[src/rtl/clb_param_pkg.sv]
// Shared types and sizing helpers for the parametrised CLB tile and its config loader.
package clb_pkg;

  typedef enum logic [1:0] {
    SIDE_UP    = 2'd0,
    SIDE_DOWN  = 2'd1,
    SIDE_RIGHT = 2'd2,
    SIDE_LEFT  = 2'd3
  } clb_side_e;

  typedef enum logic [1:0] {
    CFG_IDLE,
    CFG_LOAD,
    CFG_COMMIT
  } cfg_state_e;

  // Config word: in_sel (2 bits per LUT input), out_sel[3:0], reg_en, LUT table.
  function automatic int cfg_width(input int lut_k);
    return 2 * lut_k + 4 + 1 + (1 << lut_k);
  endfunction

  function automatic int cfg_beats(input int lut_k, input int chunk);
    return (cfg_width(lut_k) + chunk - 1) / chunk;
  endfunction

  // sides is packed {left, right, down, up} so the enum value is the bit position.
  function automatic logic side_bit(input logic [3:0] sides, input clb_side_e sel);
    logic b;
    b = sides[0];
    case (sel)
      SIDE_UP:    b = sides[0];
      SIDE_DOWN:  b = sides[1];
      SIDE_RIGHT: b = sides[2];
      SIDE_LEFT:  b = sides[3];
      default:    b = sides[0];
    endcase
    return b;
  endfunction

endpackage

[src/rtl/clb_param_if.sv]
// Chunked config stream between the fabric config controller and a CLB tile.
// CLB_READBACK_EN adds the active-config readback signal.
interface clb_param_if #(
  parameter int CHUNK = 8,
  parameter int CFG_W = 29
);

  logic             valid;
  logic             sof;
  logic [CHUNK-1:0] data;
  logic             ready;
  logic             done;

`ifdef CLB_READBACK_EN
  logic [CFG_W-1:0] rdata;

  modport master (output valid, sof, data, input ready, done, rdata);
  modport slave  (input valid, sof, data, output ready, done, rdata);
`else
  modport master (output valid, sof, data, input ready, done);
  modport slave  (input valid, sof, data, output ready, done);
`endif

endinterface

[src/rtl/clb_param_cfg_loader.sv]
// Config loader: collects MSB-first beats into a shadow word and commits it atomically.
// CLB_READBACK_EN drives the active config back onto the interface.
module clb_cfg_loader
  import clb_pkg::*;
#(
  parameter int CFG_CHUNK = 8,
  parameter int CFG_W     = 29,
  parameter int BEATS     = 4
) (
  input  logic             clk,
  input  logic             rst,
  clb_param_if.slave       cfg,
  output logic [CFG_W-1:0] active
);

  localparam int CNT_W = $clog2(BEATS + 1);

  cfg_state_e       state;
  cfg_state_e       state_nxt;
  logic [CNT_W-1:0] cnt;
  logic [CFG_W-1:0] shadow;
  logic             done_q;
  logic             xfer;
  logic             last_beat;

  assign xfer = cfg.valid & cfg.ready;
  // A sof beat is only the final beat when the whole word fits in one chunk.
  assign last_beat = cfg.sof ? (BEATS == 1) : (cnt == CNT_W'(BEATS - 1));

  always_ff @(posedge clk or posedge rst) begin
    if (rst) state <= CFG_IDLE;
    else     state <= state_nxt;
  end

  always_comb begin
    state_nxt = state;
    case (state)
      CFG_IDLE:   if (xfer && cfg.sof) state_nxt = last_beat ? CFG_COMMIT : CFG_LOAD;
      CFG_LOAD:   if (xfer && last_beat) state_nxt = CFG_COMMIT;
      CFG_COMMIT: state_nxt = CFG_IDLE;
      default:    state_nxt = CFG_IDLE;
    endcase
  end

  always_comb begin
    cfg.ready = (state != CFG_COMMIT);
  end

  // Padding bits of beat 0 fall off the top of the shadow as later beats shift in.
  always_ff @(posedge clk or posedge rst) begin
    if (rst) begin
      cnt    <= '0;
      shadow <= '0;
      active <= '0;
      done_q <= 1'b0;
    end else begin
      done_q <= (state == CFG_COMMIT);
      if (state == CFG_COMMIT) begin
        active <= shadow;
        cnt    <= '0;
      end else if (xfer) begin
        if (cfg.sof) begin
          shadow <= CFG_W'(cfg.data);
          cnt    <= CNT_W'(1);
        end else if (state == CFG_LOAD) begin
          shadow <= CFG_W'({shadow, cfg.data});
          cnt    <= cnt + 1'b1;
        end
      end
    end
  end

  assign cfg.done = done_q;

`ifdef CLB_READBACK_EN
  assign cfg.rdata = active;
`endif

endmodule

[src/rtl/clb_param.sv]
// Parametrised CLB tile: LUT_K-input LUT, optional output FF, four-side routing.
// Optional readback of the active config is enabled with CLB_READBACK_EN.
module clb_param
  import clb_pkg::*;
#(
  parameter int LUT_K     = 4,
  parameter int CFG_CHUNK = 8
) (
  input  logic       clk_i,
  input  logic       rst_i,
  input  logic       up_i,
  input  logic       down_i,
  input  logic       right_i,
  input  logic       left_i,
  output logic       up_o,
  output logic       down_o,
  output logic       right_o,
  output logic       left_o,
  clb_param_if.slave cfg
);

  localparam int CFG_W = cfg_width(LUT_K);
  localparam int BEATS = cfg_beats(LUT_K, CFG_CHUNK);
  localparam int LUT_N = 1 << LUT_K;

  typedef struct packed {
    logic [LUT_K-1:0][1:0] in_sel;
    logic [3:0]            out_sel;
    logic                  reg_en;
    logic [LUT_N-1:0]      lut;
  } clb_cfg_t;

  logic [CFG_W-1:0] active;
  clb_cfg_t         active_cfg;
  logic [3:0]       sides;
  logic [LUT_K-1:0] lut_idx;
  logic             lut_res;
  logic             lut_ff;
  logic             lut_q;

  clb_cfg_loader #(
    .CFG_CHUNK (CFG_CHUNK),
    .CFG_W     (CFG_W),
    .BEATS     (BEATS)
  ) u_loader (
    .clk    (clk_i),
    .rst    (rst_i),
    .cfg    (cfg),
    .active (active)
  );

  assign active_cfg = clb_cfg_t'(active);
  assign sides      = {left_i, right_i, down_i, up_i};

  always_comb begin
    lut_idx = '0;
    for (int i = 0; i < LUT_K; i++) begin
      lut_idx[i] = side_bit(sides, clb_side_e'(active_cfg.in_sel[i]));
    end
  end

  assign lut_res = active_cfg.lut[lut_idx];

  // The FF samples every edge regardless of reg_en, so it is not disturbed by commits.
  always_ff @(posedge clk_i or posedge rst_i) begin
    if (rst_i) lut_ff <= 1'b0;
    else       lut_ff <= lut_res;
  end

  assign lut_q = active_cfg.reg_en ? lut_ff : lut_res;

  assign up_o    = active_cfg.out_sel[3] ? lut_q : down_i;
  assign down_o  = active_cfg.out_sel[2] ? lut_q : up_i;
  assign right_o = active_cfg.out_sel[1] ? lut_q : left_i;
  assign left_o  = active_cfg.out_sel[0] ? lut_q : right_i;

endmodule
[src/flat_wrapper.sv]
// flat-port wrapper written by rule: the top's interface ports become plain ports
module clb_param_flat import clb_pkg::*;
#(
  parameter int LUT_K     = 4,
  parameter int CFG_CHUNK = 8
)
  (clk_i, rst_i, up_i, down_i, right_i, left_i, up_o, down_o, right_o, left_o, cfg_valid, cfg_sof, cfg_data, cfg_ready, cfg_done);
  clb_param_if cfg_i ();
  input  logic clk_i;
  input  logic rst_i;
  input  logic up_i;
  input  logic down_i;
  input  logic right_i;
  input  logic left_i;
  output logic up_o;
  output logic down_o;
  output logic right_o;
  output logic left_o;
  input wire logic [$bits(cfg_i.valid)-1:0] cfg_valid;
  input wire logic [$bits(cfg_i.sof)-1:0] cfg_sof;
  input wire logic [$bits(cfg_i.data)-1:0] cfg_data;
  output wire logic [$bits(cfg_i.ready)-1:0] cfg_ready;
  output wire logic [$bits(cfg_i.done)-1:0] cfg_done;
  assign cfg_i.valid = cfg_valid;
  assign cfg_i.sof = cfg_sof;
  assign cfg_i.data = cfg_data;
  assign cfg_ready = cfg_i.ready;
  assign cfg_done = cfg_i.done;
  clb_param #(.LUT_K(LUT_K), .CFG_CHUNK(CFG_CHUNK)) u_core (.clk_i(clk_i), .rst_i(rst_i), .up_i(up_i), .down_i(down_i), .right_i(right_i), .left_i(left_i), .up_o(up_o), .down_o(down_o), .right_o(right_o), .left_o(left_o), .cfg(cfg_i));
endmodule
[config.mk]
export PLATFORM = sky130hd
export DESIGN_NAME = clb_param_flat
export DESIGN_NICKNAME = d
export VERILOG_FILES = /design/src/rtl/clb_param_pkg.sv /design/src/rtl/clb_param_if.sv /design/src/rtl/clb_param_cfg_loader.sv /design/src/rtl/clb_param.sv /design/src/flat_wrapper.sv
export SDC_FILE = /design/constraint.sdc
export NUM_CORES = 1
export LEC_CHECK = 0
export CAP_MARGIN = 20
export CORE_ASPECT_RATIO = 1.5
export CORE_UTILIZATION = 60
export CTS_BUF_LIST = sky130_fd_sc_hd__clkbuf_4 sky130_fd_sc_hd__clkbuf_8
export CTS_CLUSTER_DIAMETER = 120
export CTS_CLUSTER_SIZE = 16
export DETAILED_ROUTE_END_ITERATION = 8
export DONT_BUFFER_PORTS = 1
export GPL_TIMING_DRIVEN = 0
export HOLD_SLACK_MARGIN = 0.02
export PLACE_DENSITY = 0.76
export SLEW_MARGIN = 20
export SYNTH_ARGS = -nofsm -noshare
export SYNTH_HDL_FRONTEND = slang
export SYNTH_HIERARCHICAL = 1
export SYNTH_SLANG_ARGS = --single-unit
[constraint.sdc]
create_clock -name clk_i -period 3.1 [get_ports clk_i]
set_input_delay 0.31 -clock clk_i [delete_from_list [all_inputs] [get_ports clk_i]]
set_output_delay 0.31 -clock clk_i [all_outputs]
set_load 0.05 [all_outputs]
[Yosys cells after proc, flatten, opt, wreduce, memory -nomap -nowiden]
Index checks and enable logic that the tools add are counted.
Operators by class
  add/sub/neg operators: 1
  order comparisons: 1
  equality and inequality tests: 18
  multiplexer cells: 22
  bitwise operators: 2
  reductions and logical operators: 13
Operators by type and width (number)
  29-bit two-way mux: 2
  2-bit == test (second input constant): 9
  1-bit case mux with 4 select lines: 4
  3-bit two-way mux: 4
  2-bit by 1-bit == test with 1-bit output (second input constant): 5
  2-bit zero test: 5
  1-bit two-way mux: 7
  2-bit two-way mux: 3
  2-bit != test (second input constant): 3
  4-bit by 5-bit < comparator with 1-bit output (second input constant): 1
  1-bit binary-select mux with 4-bit select: 1
  2-bit case mux with 2 select lines: 1
  2-bit AND reduction: 2
  2-bit nonzero test: 2
  3-bit by 1-bit adder with 3-bit output (second input constant): 1
  3-bit by 2-bit == test with 1-bit output (second input constant): 1
  3-bit AND reduction: 1
  3-bit nonzero test: 1
  1-bit logical AND: 2
  1-bit AND: 1
  1-bit inverter: 1
Word-level totals
  register bits: 65
  output and inout bits: 6
  word-level logic and storage cells: 63

[Depth between registers and ports, before layout]
  depth in word-level cells: 6
  gate-level depth with buffers: 6
  mapped depth without buffers: 5

[Cells and area by module]
Netlist, hierarchy kept.
By module, submodules not included
  clb_cfg_loader: instances 1, cells each 156, area an instance 2428.6 µm²
  clb_param: instances 1, cells each 38, area an instance 371.6 µm²

[Least setup slack after synthesis]
OpenSTA, ideal clock, no wires.
  path kind: reg-to-output
  start: register u_core.u_loader.active[24]
  end: output port down_o
  data arrival time: 2.427 ns
  path slack: 0.363 ns
  cell stages (with the launch flop): 7
  path buffers: 1
  cells stage by stage: dfrtp_1 > mux4_2 > buf_6 > mux2i_1 > a22oi_1 > nand4b_1 > a41oi_1
On the way
  cells in the longest elaborated chain, start to end: 6
  elaborated cells on any way between the ends: 9
  those cells by class: eq/ne (3); mux (5); reduce/logical (1)
RTL lines
  start, declared: RTL line clb_param_cfg_loader.sv:13  | output logic [CFG_W-1:0] active
  start signal, assigned: RTL line clb_param_cfg_loader.sv:59  | active <= shadow;
  2-bit == test (tied with other cells): RTL line clb_param_pkg.sv:30  | case (sel)
  1-bit case mux with 4 select lines (*): RTL line clb_param_pkg.sv:30
  1-bit binary-select mux with 4-bit select (*): RTL line clb_param.sv:62  | assign lut_res = active_cfg.lut[lut_idx];
  1-bit two-way mux (implied by the code) (*): RTL line clb_param.sv:62
  1-bit two-way mux (*): RTL line clb_param.sv:70  | assign lut_q = active_cfg.reg_en ? lut_ff : lut_res;
  1-bit two-way mux (*): RTL line clb_param.sv:73  | assign down_o = active_cfg.out_sel[2] ? lut_q : up_i;
  end, declared: RTL line flat_wrapper.sv:16  | output logic down_o;
Mark *: on every way between the ends. The rest lies on a longest branch, timed or not. The select of a mux whose other input is x is not followed.

[Final worst setup path]
Same ends and word-level chain as after synthesis.

==> impl_results.md <==
* Max Cap Viol at 0
* Commonest non-fill, non-tap cells in the layout: dfrtp_1 (65), mux2_2 (29), a22o_1 (22)
* Final GP Congestion at roughly 0.83
* Grt total ovfl at 0
* Critical path arrival at 2.71 ns
* Multi-input logic area at 1120 sq um
* Post-Route WL at approximately 5 mm
* Routed Antenna Nets at 0
* Post-synthesis xor/xnor area fraction at 0%
* Critical path type: flop to primary output
* Worst skew pair latency at ~0.33 ns
* Synth top area share at roughly three fifths
* # diodes at 0
* CP required at 2.79 ns
* Startpoint types: flop
* HP Class: input port to flop
* Die W at around 58 um
* Vias/cell at 6.432
* Count of flip-flops with a built-in enable after synthesis at 0
* Full die area at ~5000 sq um
* Compound-cell area share of the yosys netlist at between 10% and 20%
* CTS Buf Count at 9
* H-tree depth at 3
* Register Area at approximately 1600 sq um
* Avg WL per Cell at ~20 um
* Min Tclk post-route at ~3.0 ns
* Clock power share at between 20 and 30%
* Max frequency at 330.8 MHz
* Via count at 1666
* Largest cells by area after synthesis: dfrtp_1 (58%), mux2_2 (12%), a22o_1 (6.9%)
* RSZ-0062 raised after global routing: yes
* Int Pwr at approximately 1.7 mW
* Final setup fails at 0
* Largest net degree at the start of global routing at 65
* Slew @ Worst Pin at ~0.76 ns
* Max Root-Sink Buffers at 2
* Starting Density at 62.17%
* Post-synthesis simple-gate area fraction at 5.585%
* Fill count at 331
* Pleak at about 1.5 nW
* Area Growth Syn to Fin at 10.68%
* # nets final at around 220
* Clock Sinks at 65
* Cell Pwr Density at ~750 nW/um^2
* Count of final max-slew check failures at 0
* Worst IR Drop VDD at ~0.5 mV
* Largest family of logic cells by synthesized area: multiplexers
* Global-route wire length before repair at 8.424 mm
* Synth cell types at 31
* Synth Area in Adders at less than 1%
* DP Area at 2863 sq um
* Async S/R FF share, synth at 100.0%
* Leading area contributor after synthesis: dfrtp_1
* Total net switching power at between 0.6 and 0.7 mW
* CTS tree: built
* Worst Setup End Kind: primary output
* Yosys reg bits at between 60 and 70
* Most common cell after layout, fill and taps aside: dfrtp_1
* Mux cell area share after synthesis at approximately a fifth
* CTS Root Cell: clkbuf_8
* Sw frac at between 20% and 30%
* Final core area utilization at just under 70%
* Register area share after synthesis at between 50% and 60%
* Dpl hpwl at between 3 and 4 mm
* Design area at between 3000 and 4000 sq um
* Die height at 85.67 um
* Worst hold margin at approximately 0.11 ns
* Synthesized net count at ~210
* Outcome: finished, violations left
* Mapped Area at between 2000 and 3000 sq um
* Rows at 30
* Final Power at between 2 and 2.5 mW
* Layout cells sized above 1 at between 30% and 40%
* CORE AREA at approximately 4500 sq um
* Reg power frac at 50.6%
* Worst relative slew slack at around half
* Syn avg cell area at 14.43 sq um
* Input/output buffers at 0
* Ports at 22
* Setup bufs post-CTS at 0
* Initial antenna violation count at 0
* DR DRC count at 2
* Final period util at between 90% and 100%
* Post-Syn Instances at slightly below 200
* Failing checks: design-rule violations
* Post-synth top flop: dfrtp_1
* CTS clk-pin slew, worst paths at about 0.060 ns
* Final hold viol count at 0
* Syn. warnings at 6
* Worst Clk Skew at approximately 0.0057 ns
* Detailed Route Iter0 Violations at between 70 and 80
* Detailed-router iteration count before antenna repair at 6
* Comb pwr share at between 20% and 30%
* Critical Path Fanout Max at 6
* Total global-route track usage at 23.63%
* Vias in the first global route at between 1.5k and 2k
[area by class of cell]
| type | instances | share of cell area (%) |
|---|---|---|
| buffer | 10 | 2.220 |
| clock buffer | 14 | 6.015 |
| clock inverter | 2 | 0.3230 |
| inverter | 4 | 0.5652 |
| multi-input combinational | 115 | 36.13 |
| sequential | 65 | 52.48 |
| tap | 48 | 1.938 |
| timing repair buffer | 1 | 0.3230 |
[layer usage]
layer / track usage (%) / vias to the layer above / wire (um)
met3: 4.676 / 19 / 213
met1: 28.94 / 857 / 2080
li1: - / 744 / -
met4: 17.10 / 0 / 185
met2: 37.00 / 46 / 2668
met5: 0 / - / 0
[stage by stage]
| stage | setup WS, ns | setup TNS [ns] | instances |
|---|---|---|---|
| detailed placement | 0.1633 | 0 | 242 |
| CTS | -0.2019 | -0.7864 | 259 |
| finish | 0.07665 | 0 | 259 |
| floorplan | 0.3631 | 0 | 194 |
| global placement | 0.2156 | 0 | 242 |
| global route | -0.06390 | -0.2178 | 259 |
[registers in the layout (all words and copies together) (netlist names)]
signal,cells
u_core/u_loader/cfg.done,1
u_core/lut_ff,1
u_core/u_loader/active,29
u_core/u_loader/cnt,3
u_core/u_loader/state,2
u_core/u_loader/shadow,29
[power by group through the flow]
stage | Sequential, mW | Clock [mW] | Combinational [mW]
after global placement | 1.18 | 0 | 0.444
after CTS | 1.18 | 0.687 | 0.473
after detailed placement | 1.19 | 0 | 0.469
after floorplan | 1.14 | 0 | 0.394
after global routing | 1.20 | 0.727 | 0.521
final | 1.18 | 0.672 | 0.478
[logic make-up after synthesis]
family	after synthesis
AOI/OAI and AO/OA	36
adders and majority gates	2
buffers and inverters	14
DFF	65
muxes	49
and+or+nand+nor	28
[synth_stat cells, types with 3 or more instances]
library cell	instances
dfrtp_1	65
mux2_2	29
a22o_1	22
mux2_1	8
mux2i_1	8
buf_2	7
nor2_1	7
nand2_1	6
a41oi_1	4
inv_1	4
a21oi_1	3
buf_6	3
mux4_2	3
[critical path: stages (launching register included)]
cell and delay, ns:
dfrtp_1 0.37, mux4_2 0.52, buf_6 0.16, mux2i_1 0.13
a22oi_1 0.23, nand4b_1 0.30, a41oi_2 0.68
[path summary, 6_finish.rpt]
| kind | start | endpoint | slack (ns) | cells past startpoint |
|---|---|---|---|---|
| worst max-delay path | u_core/u_loader/active[24] | down_o | 0.08 | 6 |
| worst min-delay path | cfg_data[4] | u_core/u_loader/shadow[4] | 0.11 | 1 |
| min in group asynchronous | rst_i | u_core/lut_ff | 0.33 | 2 |
| worst min register to register | u_core/u_loader/cnt[2] | u_core/u_loader/cnt[2] | 0.49 | 1 |
| worst max register to register | u_core/u_loader/active[24] | u_core/lut_ff | 1.37 | 6 |
| max in group asynchronous | rst_i | u_core/u_loader/active[18] | 1.98 | 2 |
[repair_timing]
action	4_1_cts	5_1_grt
gates resized for setup	0	2
setup endpoints to repair	4	3
endpoints found under the hold margin	60	0
hold buffers	1	0
(Power assumes the default switching activity.)
